<file path="config.mk">
export PLATFORM = sky130hd
export DESIGN_NAME = skew_feed_array
export DESIGN_NICKNAME = d
export VERILOG_FILES = /design/src/rtl/skew_feed_array.sv
export SDC_FILE = /design/constraint.sdc
export NUM_CORES = 1
export LEC_CHECK = 0
export BUFFER_PORTS_ARGS = -buffer_cell sky130_fd_sc_hd__buf_2
export CORE_MARGIN = 1.5
export CORE_UTILIZATION = 45
export CTS_CLUSTER_DIAMETER = 60
export DETAILED_ROUTE_END_ITERATION = 10
export PLACE_DENSITY = 0.8
export SYNTH_ARGS = -nofsm -noshare
export SYNTH_HDL_FRONTEND = slang
export SYNTH_SLANG_ARGS = --single-unit
</file>
<file path="constraint.sdc">
create_clock -name clk -period 10.9 [get_ports clk]
set_clock_uncertainty 0.1 [all_clocks]
set_input_delay 1.09 -clock clk [delete_from_list [all_inputs] [get_ports clk]]
set_output_delay 1.09 -clock clk [all_outputs]
set_load 0.05 [all_outputs]
</file>
<file path="src/rtl/skew_feed_array.sv">
// Multi-lane operand shift bank for the systolic array edge: parallel/serial fill,
// then a diagonally skewed head-first stream with optional tail recirculation.
module skew_feed_array #(
    parameter int DATA_WIDTH = 8,
    parameter int DEPTH      = 4,
    parameter int CHANNELS   = 4
) (
    input  logic                                           clk,
    input  logic                                           reset,
    input  logic [1:0]                                     ctrl_code,
    input  logic                                           recirc,
    input  logic [0:CHANNELS-1]                            wr_mask,
    input  logic [0:CHANNELS-1][0:DEPTH-1][DATA_WIDTH-1:0] data_in,
    input  logic [0:CHANNELS-1][DATA_WIDTH-1:0]            data_write,
    output logic [0:CHANNELS-1][DATA_WIDTH-1:0]            data_out,
    output logic [0:CHANNELS-1]                            out_valid,
    output logic                                           busy,
    output logic                                           done
);
    localparam int L  = DEPTH + CHANNELS - 1;
    localparam int CW = (L > 1) ? $clog2(L) : 1;

    typedef enum logic {IDLE = 1'b0, STREAM = 1'b1} state_t;
    typedef logic [0:CHANNELS-1][0:DEPTH-1][DATA_WIDTH-1:0] mem_t;

    state_t                              state_q;
    logic [CW-1:0]                       cnt_q;
    logic                                recirc_q;
    mem_t                                mem_q, mem_d;
    logic [0:CHANNELS-1][DATA_WIDTH-1:0] dout_q, dout_d;
    logic [0:CHANNELS-1]                 vld_q, vld_d;
    logic                                done_q;
    logic                                last_w;

    assign last_w = (cnt_q == CW'(L - 1));

    always_comb begin
        mem_d  = mem_q;
        dout_d = '0;
        vld_d  = '0;
        if (state_q == IDLE) begin
            if (ctrl_code == 2'b01) begin
                mem_d = data_in;
            end else if (ctrl_code == 2'b10) begin
                for (int c = 0; c < CHANNELS; c++) begin
                    if (wr_mask[c]) begin
                        for (int i = 0; i < DEPTH - 1; i++) mem_d[c][i] = mem_q[c][i+1];
                        mem_d[c][DEPTH-1] = data_write[c];
                    end
                end
            end
        end else begin
            // Lane c is live during counts c .. c+DEPTH-1, which produces the diagonal skew.
            for (int c = 0; c < CHANNELS; c++) begin
                if ((c <= int'(cnt_q)) && (int'(cnt_q) < c + DEPTH)) begin
                    dout_d[c] = mem_q[c][0];
                    vld_d[c]  = 1'b1;
                    for (int i = 0; i < DEPTH - 1; i++) mem_d[c][i] = mem_q[c][i+1];
                    mem_d[c][DEPTH-1] = recirc_q ? mem_q[c][0] : '0;
                end
            end
        end
    end

    always_ff @(posedge clk or posedge reset) begin
        if (reset) begin
            state_q  <= IDLE;
            cnt_q    <= '0;
            recirc_q <= 1'b0;
            mem_q    <= '0;
            dout_q   <= '0;
            vld_q    <= '0;
            done_q   <= 1'b0;
        end else begin
            mem_q  <= mem_d;
            dout_q <= dout_d;
            vld_q  <= vld_d;
            done_q <= 1'b0;
            if (state_q == IDLE) begin
                if (ctrl_code == 2'b11) begin
                    state_q  <= STREAM;
                    cnt_q    <= '0;
                    recirc_q <= recirc;
                end
            end else begin
                if (last_w) begin
                    state_q <= IDLE;
                    cnt_q   <= '0;
                    done_q  <= 1'b1;
                end else begin
                    cnt_q <= cnt_q + CW'(1);
                end
            end
        end
    end

    assign data_out  = dout_q;
    assign out_valid = vld_q;
    assign busy      = (state_q == STREAM);
    assign done      = done_q;
endmodule
</file>
# After elaboration in Yosys (flattened, before gate mapping)
# Index checks and enable logic that the tools add are counted.
# totals
regBits	170
in_bits	169
out_inout_bits	38
word_cells	89
# op_classes
bitwise_logic	1
n_eq_ne	8
muxes	33
addsub	1
magnitude_cmp	7
reduce_logical	14
# op_table
op	n
$mux W128	3
$mux W32	9
$mux W8	8
$reduce_bool A3 Y1	5
$lt A3 B3 Y1 const B	4
$reduce_and A3 Y1	4
$mux W1	9
$mux W3	3
$ne A2 B1 Y1 const B	4
$le A2 B3 Y1 const A	2
$eq A2 B2 Y1 const B	2
$mux W4	1
$add A3 B1 Y3 const B	1
$eq A3 B3 Y1 const B	1
$le A1 B3 Y1 const A	1
$logic_and A1 B1 Y1	3
$eq A2 B1 Y1 const B	1
$reduce_and A2 Y1	1
$reduce_bool A2 Y1	1
$not A1 Y1	1

# Depth between registers and ports, before layout
# Gate-level depths: netlist of the first run.
# logic_depth
ltp_word	4
depth_mapped	7

# Worst setup path before layout of the first run
# No wires, ideal clock.
# synth_timing
kind	input port to flip-flop
start	input ctrl_code[1]
end	register mem_q[50] (netlist name)
setup_ns	0.125
arrival_time_ns	2.309
cell_stages	5
path_buffers	2
setup_slack_ns	8.366
path_cell_list	nor3b_4 buf_4 buf_2 mux2_2 mux2_2
# synth_between
elab_chain_len	3
word_cells_on_any_way	7
# synth_rtl
element	line	text
start: declaration	10	input logic [1:0] ctrl_code,
$eq A2 B1 Y1 / $eq A2 B2 Y1 (equally long branches)	42, 44	
$reduce_bool A3 Y1 (no source line) / $mux W128 (equally long branches)	-	
$reduce_and A3 Y1 (no source line) / $mux W128 (equally long branches)	-	
end signal: assignment	75	mem_q <= mem_d;
end: declaration	29	mem_t mem_q, mem_d;
# Parallel ways exist; a longest one is shown, timed or not.
# A chain may end at the register's enable or synchronous reset.

# Final worst setup path of the first run
# layout_timing
start	register state_q, in the netlist busy
end	register mem_q[111] (netlist name)
# layout_between
elab_chain_len	2
word_cells_on_any_way	5
# layout_rtl
element	line	text
start: declaration	26	state_t state_q;
start signal: assignment	67	state_q <= IDLE;
start signal: assignment	81	state_q <= STREAM;
start signal: assignment	87	state_q <= IDLE;
$ne A2 B1 Y1 (no source line) / $reduce_bool A3 Y1 (equally long branches)	-	
$reduce_and A3 Y1 (no source line)	-	
# Parallel ways exist; a longest one is shown, timed or not.

==> results.txt, run 1 <==
Status: finished, final reports clean
Cell Chain, Critical Path: inv_2, buf_4, a31oi_4, mux2_2
Pre-antenna DRT Iters: 5
Max IR drop VDD: 0.000159 V
Yosys top cell by area: dfrtp_1
Number of global-route vias before repair: 6036
R2r endpoint: mem_q[111]
Post-synthesis register bit count: 170
R2R depth: 4
Layout Nets: 979
Global-route wire length before repair: 32200 um
DP Wirelength: 13700 um
Buf+Inv Stages, Crit Path: 2
Commonest non-fill, non-tap cell in the layout: buf_2
Tot GR Track Use: 0.210
Hold Crit Class: reg -> reg
Final non-filler cell area: 10200 um2
# fillers: 1577
Mapped Cells: 630
I/O Buffers: 206
Crit start category: flop
Total power: 0.00324 W
Most frequent cells in the layout: buf_2, dfrtp_1, mux2_2
Part of the cycle the worst path needs: 0.319
Gpl congestion: 0.814
Post CTS Setup Buffer Count: 0
CTS Buf Count: 17
Total Wirelength: 20500 um
Crit path required time: 11110 ps
Max Buffers Root-to-Sink: 2
TNS Setup: 0 ps
Distinct cell type count after synthesis: 36
Data arrival, critical path: 3690 ps
Clk slew on worst S/H paths: 70 ps
R2R Path Start: busy
Die Footprint: 19800 um2
RSZ-0062 raised after global routing: no
Top cell type's share of synthesized area: 0.499
Layout Area Growth over Synthesis: 19.4%
Async S/R FF share, synth: 1.00
CTS tree: yes
Largest cells by area after synthesis: dfrtp_1, mux2_2, mux2_4
Placement Cell Area: 9540 um2
Vias per cell: 5.63
Root Driver: clkbuf_16
Final setup fails: 0
Setup crit start: busy
Main synth FF type: dfrtp_1
Crit-path max FO: 55
Final Hold Fails: 0
Routed len/inst: 19.4 um
Largest net degree at the start of global routing: 89
PnR worst setup slack: 7420 ps
Num Clock Sinks: 170
Skew-Pair Late Insertion Delay: 420 ps
Chip width: 141 um
Initial cell density of the core: 0.457
Max frequency: 0.287 GHz
Final slew viol count: 0
Minimum clock period: 3480 ps
CP max stage cell: dfrtp_2
LEAKAGE: 5.00 nW
Worst Hold End: mem_q[8]
Overflow after GRT: 0
Netlist Area Pre-Place: 8520 um2
Flop-to-flop setup slack: 7420 ps
Routed vias: 5945
# hold bufs at CTS: 0
I/O Pins: 207
# resized after CTS: 0
Synth Area per Inst: 13.5 um2
CTS H-tree lvls: 4
DRT iter0 DRCs: 355
MaxCap Viol Count: 0
Hold_sp: mem_q[8]
Sequential fraction of the synthesis area: 0.499
Relative slew margins: 0.220
Antenna violations before repair: 4
Actual slew at the worst max-slew pin: 1170 ps
Ratio of cells with drive above 1 in the final layout: 0.533
WHS Path Cells: 1
Chip Height: 141 um
Max stage delay on crit path: 960 ps
Setup CP Type: reg -> reg
EDFF count, synth: 0
Site row count: 50
Hold Slack: 388 ps
Area of the core: 18600 um2
Dpl ws: 7060 ps
# DRC: 0
PD cells: 318 nW/um2
Synth warnings: 0
Syn_nets: 804
Final ANT Viol Nets: 0
Worst Setup End Kind: flop
Crit-path leading delay family: flip-flops
cells by family after synthesis:
group | count (synthesis) | share of synthesized area
simple gates | 100 | 0.0784
fa+ha+maj | 5 | 0.00734
mux | 210 | 0.288
xor+xnor | 1 | 0.00103
compound gates | 74 | 0.0770
flops | 170 | 0.499
buf+inv | 70 | 0.0485
flip-flops by register name, summed over array words and instances, names as in the netlist:
register and cells:
recirc_q 1, data_out 32, busy 1, mem_q 128, out_valid 4, done 1
cnt_q 3
how the worst max path moves through the flow:
stage                      end  slack (ps)  cells after the start
finish              mem_q[111]        7420                      4
global placement     mem_q[93]        7110                      5
floorplan                 busy        5110                      1
detailed placement   mem_q[93]        7060                      5
global route        mem_q[107]        7260                      4
CTS                  mem_q[96]        7430                      4
per-stage QoR:
step,std cells,util
3_5_place_dp,1020,0.512
5_1_grt,1056,0.545
6_report,1056,0.545
4_1_cts,1052,0.545
2_1_floorplan,630,-
3_3_place_gp,1020,0.512
layout make-up:
| class | instances | area (um2) | area share |
|---|---|---|---|
| antenna | 4 | 10.0 | 0.000984 |
| sequential | 170 | 4260 | 0.419 |
| clock inverter | 15 | 189 | 0.0186 |
| clock buffer | 17 | 425 | 0.0418 |
| timing repair buffer | 214 | 1090 | 0.107 |
| tap | 234 | 293 | 0.0288 |
| inverter | 12 | 50.0 | 0.00492 |
| multi-input combinational | 390 | 3850 | 0.379 |
layer usage:
layer	vias to the layer above	track usage	routed length [um]
met2	203	0.329	9680
met3	60	0.0391	831
li1	2735	-	-
met4	0	0.111	870
met5	-	0	0
met1	2947	0.278	9130
synthesized netlist by cell type, drive strengths merged, types with 2 or more instances:
| cell type | instances |
|---|---|
| clkbuf | 21 |
| buf | 37 |
| a32o | 2 |
| nand3 | 16 |
| a31oi | 18 |
| nand3b | 2 |
| inv | 11 |
| a2111oi | 16 |
| and2 | 5 |
| ha | 5 |
| nand2b | 2 |
| dfrtp | 170 |
| nor3 | 8 |
| nor4bb | 18 |
| a211o | 2 |
| and3 | 41 |
| nor2 | 4 |
| mux2 | 193 |
| a32oi | 16 |
| a311o | 16 |
| mux2i | 17 |
| nor2b | 3 |
power by group:
part	leakage [nW]	switching, W	internal (W)
Combinational	2.53	0.000747	0.000749
Sequential	2.17	0.000192	0.000917
Clock	0.294	0.000268	0.000365
Note: power is estimated with default switching activity, not from simulation.
==> run 2: changes to the inputs <==
Clock period 10.9 ns to 3.55 ns, I/O delays scaled along.
==> run 2 against run 1 <==
Worst hold slack got worse by 320 ps; flip-flop and latch count did not move; global-route usage rose by 0.45 points.
==> results.txt, run 2 (synthesized netlist as in run 1, its figures left out) <==
Total Wirelength: 20700 um (was 20500 um)
Layout Area Growth over Synthesis: 20.1% (was 19.4%)
Final ANT Viol Nets: 0 (unchanged)
Chip width: 141 um (unchanged)
R2R Path Start: busy (unchanged)
Flop-to-flop setup slack: 900 ps (was 7420 ps)
TNS Setup: 0 ps (unchanged)
Actual slew at the worst max-slew pin: 947 ps (was 1170 ps)
Dpl ws: 939 ps (was 7060 ps)
LEAKAGE: 5.03 nW (was 5.00 nW)
Final slew viol count: 0 (unchanged)
PD cells: 966 nW/um2 (was 318 nW/um2)
Routed vias: 5999 (was 5945)
Crit path required time: 3760 ps (was 11110 ps)
Area of the core: 18600 um2 (unchanged)
MaxCap Viol Count: 0 (unchanged)
PnR worst setup slack: 899 ps (was 7420 ps)
# resized after CTS: 0 (unchanged)
Gpl congestion: 0.824 (was 0.814)
Max frequency: 0.377 GHz (was 0.287 GHz)
Overflow after GRT: 0 (unchanged)
Final setup fails: 0 (unchanged)
DRT iter0 DRCs: 369 (was 355)
Pre-antenna DRT Iters: 5 (unchanged)
Clk slew on worst S/H paths: 70 ps (about the same)
Minimum clock period: 2650 ps (was 3480 ps)
# DRC: 0 (unchanged)
Number of global-route vias before repair: 6166 (was 6036)
Routed len/inst: 19.4 um (about the same)
Root Driver: clkbuf_16 (unchanged)
Global-route wire length before repair: 32900 um (was 32200 um)
Final Hold Fails: 0 (unchanged)
Max IR drop VDD: 0.000361 V (was 0.000159 V)
# hold bufs at CTS: 0 (unchanged)
Hold Crit Class: in -> async (was reg -> reg)
Num Clock Sinks: 170 (unchanged)
R2r endpoint: mem_q[22] (was mem_q[111])
Status: finished, final reports clean (unchanged)
Crit start category: flop (unchanged)
I/O Pins: 207 (unchanged)
Max Buffers Root-to-Sink: 2 (unchanged)
CTS tree: yes (unchanged)
Worst Setup End Kind: flop (unchanged)
Largest net degree at the start of global routing: 171 (was 89)
Chip Height: 141 um (unchanged)
Crit-path max FO: 32 (was 55)
Commonest non-fill, non-tap cell in the layout: buf_2 (unchanged)
RSZ-0062 raised after global routing: no (unchanged)
Most frequent cells in the layout: buf_2, dfrtp_1, mux2_2 (unchanged)
CTS H-tree lvls: 4 (unchanged)
Tot GR Track Use: 0.214 (was 0.210)
Ratio of cells with drive above 1 in the final layout: 0.538 (was 0.533)
Skew-Pair Late Insertion Delay: 430 ps (was 420 ps)
Part of the cycle the worst path needs: 0.747 (was 0.319)
Initial cell density of the core: 0.457 (unchanged)
Max reg flops: 128 (unchanged)
DP Wirelength: 14000 um (was 13700 um)
CTS Buf Count: 17 (unchanged)
R2R depth: 3 (was 4)
I/O Buffers: 206 (unchanged)
Largest register by flop count: mem_q (unchanged)
Vias per cell: 5.62 (was 5.63)
Data arrival, critical path: 2860 ps (was 3690 ps)
Antenna violations before repair: 5 (was 4)
Post CTS Setup Buffer Count: 0 (unchanged)
Relative slew margins: 0.369 (was 0.220)
Die Footprint: 19800 um2 (unchanged)
Layout Nets: 990 (was 979)
Site row count: 50 (unchanged)
Setup CP Type: reg -> reg (unchanged)
run 2: worst max-delay path by stage:
| stage | slack (ps) | startpoint | end |
|---|---|---|---|
| floorplan | 930 | reset | busy |
| global placement | 950 | busy | mem_q[18] |
| detailed placement | 940 | ctrl_code[0] | mem_q[93] |
| CTS | 920 | busy | mem_q[22] |
| global route | 770 | busy | mem_q[31] |
| finish | 900 | busy | mem_q[22] |
run 2: critical path, cell delays in order (launching register included):
cell and delay (ps):
dfrtp_2 660, a21boi_2 620, a211o_2 730, mux2_2 410
run 2: layout make-up:
class	instances	area (um2)
Antenna cell	5	12.5
Clock buffer	20	457
Clock inverter	12	115
Fill cell	1599	8410
Inverter	12	48.8
Multi-Input combinational cell	390	3850
Sequential cell	170	4260
Tap cell	234	293
Timing Repair Buffer	225	1200
run 2: routing by layer:
| layer | track usage | up-vias | wire length [um] |
|---|---|---|---|
| met5 | 0 | - | 0 |
| met4 | 0.103 | 0 | 762 |
| met3 | 0.0401 | 55 | 767 |
| met2 | 0.342 | 205 | 9950 |
| met1 | 0.284 | 2983 | 9210 |
| li1 | - | 2756 | - |
run 2: per-stage QoR:
stage                     utilization  cell area [um2]  cells  hold slack (ps)  total power (W)
after global routing            0.549            10200   1068             66.6           0.0105
after CTS                       0.548            10200   1063             58.7          0.00994
after detailed placement        0.518             9650   1031              381          0.00811
after global placement          0.518             9650   1031              370          0.00794
final                           0.549            10200   1068             70.6          0.00988
after floorplan                     -             8520    630              354          0.00727
run 2: report_power, final:
group | internal, W | switching (W)
combinational | 0.00237 | 0.00238
clock | 0.00101 | 0.000789
sequential | 0.00282 | 0.000521
total | 0.00619 | 0.00369
==> run 3: changes to the inputs <==
Clock period 3.55 ns to 2.5 ns, I/O delays scaled along.
==> run 3 against run 2 <==
Core utilization up 1.2 points; power increased by 47%; combinational power increased by 48%; non-clock buffer count grew 12; cell count is 1.2% higher; largest cell class unchanged; sequential power up 41%; via count increased by 1.3%; count of clock-buffer cells in the layout is the same; worst setup slack worse by 590 ps.
==> results.txt, run 3 (synthesized netlist as in run 1, its figures left out) <==
LEAKAGE: 5.14 nW (was 5.03 nW)
Final setup fails: 0 (unchanged)
I/O Buffers: 206 (unchanged)
Largest register by flop count: mem_q (unchanged)
Met3 wire length: 860 um (was 767 um)
DRT met1 WL: 9360 um (was 9210 um)
Total power: 0.0145 W (was 0.00988 W)
PnR worst setup slack: 311 ps (was 899 ps)
Layout Nets: 1002 (was 990)
Area of the core: 18600 um2 (unchanged)
Hold Slack: 11.7 ps (was 70.6 ps)
Initial cell density of the core: 0.457 (unchanged)
DP Wirelength: 14600 um (was 14000 um)
WL met2: 10200 um (was 9950 um)
# DRC: 0 (unchanged)
Number of global-route vias before repair: 6396 (was 6166)
Tot GR Track Use: 0.222 (was 0.214)
CTS Buf Count: 17 (unchanged)
Max Used Layer: met4 (unchanged)
Layout Area Growth over Synthesis: 22.9% (was 20.1%)
Largest net degree at the start of global routing: 91 (was 171)
Antenna violations before repair: 6 (was 5)
Die Footprint: 19800 um2 (unchanged)
Gpl congestion: 0.850 (was 0.824)
Routed vias: 6078 (was 5999)
Total Wirelength: 21300 um (was 20700 um)
Pre-antenna DRT Iters: 4 (was 5)
Final ANT Viol Nets: 0 (unchanged)
Commonest non-fill, non-tap cell in the layout: buf_2 (unchanged)
Dpl ws: 302 ps (was 939 ps)
Routed len/inst: 19.7 um (was 19.4 um)
Final cell count without fillers: 1081 (was 1068)
Final Hold Fails: 0 (unchanged)
Status: finished, final reports clean (unchanged)
Chip width: 141 um (unchanged)
Hold Crit Class: in -> reg (was in -> async)
Root Driver: clkbuf_16 (unchanged)
I/O Pins: 207 (unchanged)
Skew-Pair Late Insertion Delay: 430 ps (about the same)
Overflow after GRT: 0 (unchanged)
Most frequent cells in the layout: buf_2, dfrtp_1, mux2_2 (unchanged)
Final slew viol count: 0 (unchanged)
CTS H-tree lvls: 4 (unchanged)
Max reg flops: 128 (unchanged)
Crit start category: flop (unchanged)
Actual slew at the worst max-slew pin: 656 ps (was 947 ps)
Part of the cycle the worst path needs: 0.876 (was 0.747)
Placed Cells: 1041 (was 1031)
DRT iter0 DRCs: 369 (unchanged)
RSZ-0062 raised after global routing: no (unchanged)
Relative slew margins: 0.562 (was 0.369)
Setup CP Type: reg -> reg (unchanged)
# resized after CTS: 0 (unchanged)
Site row count: 50 (unchanged)
Crit-path max FO: 21 (was 32)
Num Clock Sinks: 170 (unchanged)
Final Core Density: 0.561 (was 0.549)
Chip Height: 141 um (unchanged)
Post CTS Setup Buffer Count: 0 (unchanged)
Max IR drop VDD: 0.000652 V (was 0.000361 V)
Max Buffers Root-to-Sink: 2 (unchanged)
Data arrival, critical path: 2400 ps (was 2860 ps)
Crit path required time: 2710 ps (was 3760 ps)
CTS tree: yes (unchanged)
Worst Setup End Kind: flop (unchanged)
MaxCap Viol Count: 0 (unchanged)
PD cells: 1390 nW/um2 (was 966 nW/um2)
Minimum clock period: 2190 ps (was 2650 ps)
Ratio of cells with drive above 1 in the final layout: 0.542 (was 0.538)
Vias per cell: 5.62 (about the same)
Max frequency: 0.457 GHz (was 0.377 GHz)
Global-route wire length before repair: 34000 um (was 32900 um)
Clk slew on worst S/H paths: 60 ps (was 70 ps)
-- run 3: cell types whose count changed in the layout (fill, tap and decap cells not counted), sizes merged --
cell | previous run | this run
buf | 225 | 235
bufinv | 1 | 3
dlygate4sd3 | 0 | 2
clkinv | 5 | 4
clkinvlp | 4 | 3
diode | 5 | 6
-- run 3: worst paths after layout --
kind                          startpoint  slack [ps]          to  depth (start not counted)
min in group asynchronous          reset         410   mem_q[95]                          4
setup / recovery                    busy         310   mem_q[29]                          4
max in group asynchronous          reset        1470  mem_q[127]                          4
hold / removal             data_write[1]          10    mem_q[1]                          3
setup reg to reg                    busy         310   mem_q[29]                          4
hold reg to reg                 mem_q[9]         390    mem_q[9]                          1
-- run 3: area by class of cell --
class	instances	area [um2]
antenna	6	15.0
clock buffer	20	457
clock inverter	12	163
fill	1546	8180
inverter	12	48.8
multi-input combinational	390	3850
sequential	170	4260
tap	234	293
timing repair buffer	237	1380
-- run 3: power by group --
part / internal [W] / switching [W]
sequential: 0.00400 / 0.000709
clock: 0.00164 / 0.00114
combinational: 0.00355 / 0.00347
total: 0.00919 / 0.00532
-- run 3: metrics by stage --
step           instance area [um2]  setup TNS [ps]
2_1_floorplan                 8520           -3180
3_3_place_gp                  9810               0
3_5_place_dp                  9810               0
4_1_cts                      10500               0
5_1_grt                      10500               0
6_report                     10500               0
-- run 3: critical path, stage by stage (launching register included) --
cell and delay (ps):
dfrtp_2 420, nor3b_4 530, buf_4 380, mux2_2 380
mux2_4 260
-- run 3: layer usage --
metal,track usage,vias to the layer above
met5,0,-
met4,0.117,0
met3,0.0459,59
met2,0.347,193
met1,0.292,3038
li1,-,2788
-- run 3: what timing repair did --
action | in CTS | in global routing
endpoints found under the setup margin | 0 | 0
endpoints found under the hold margin | 171 | 0
hold buffers | 2 | 0
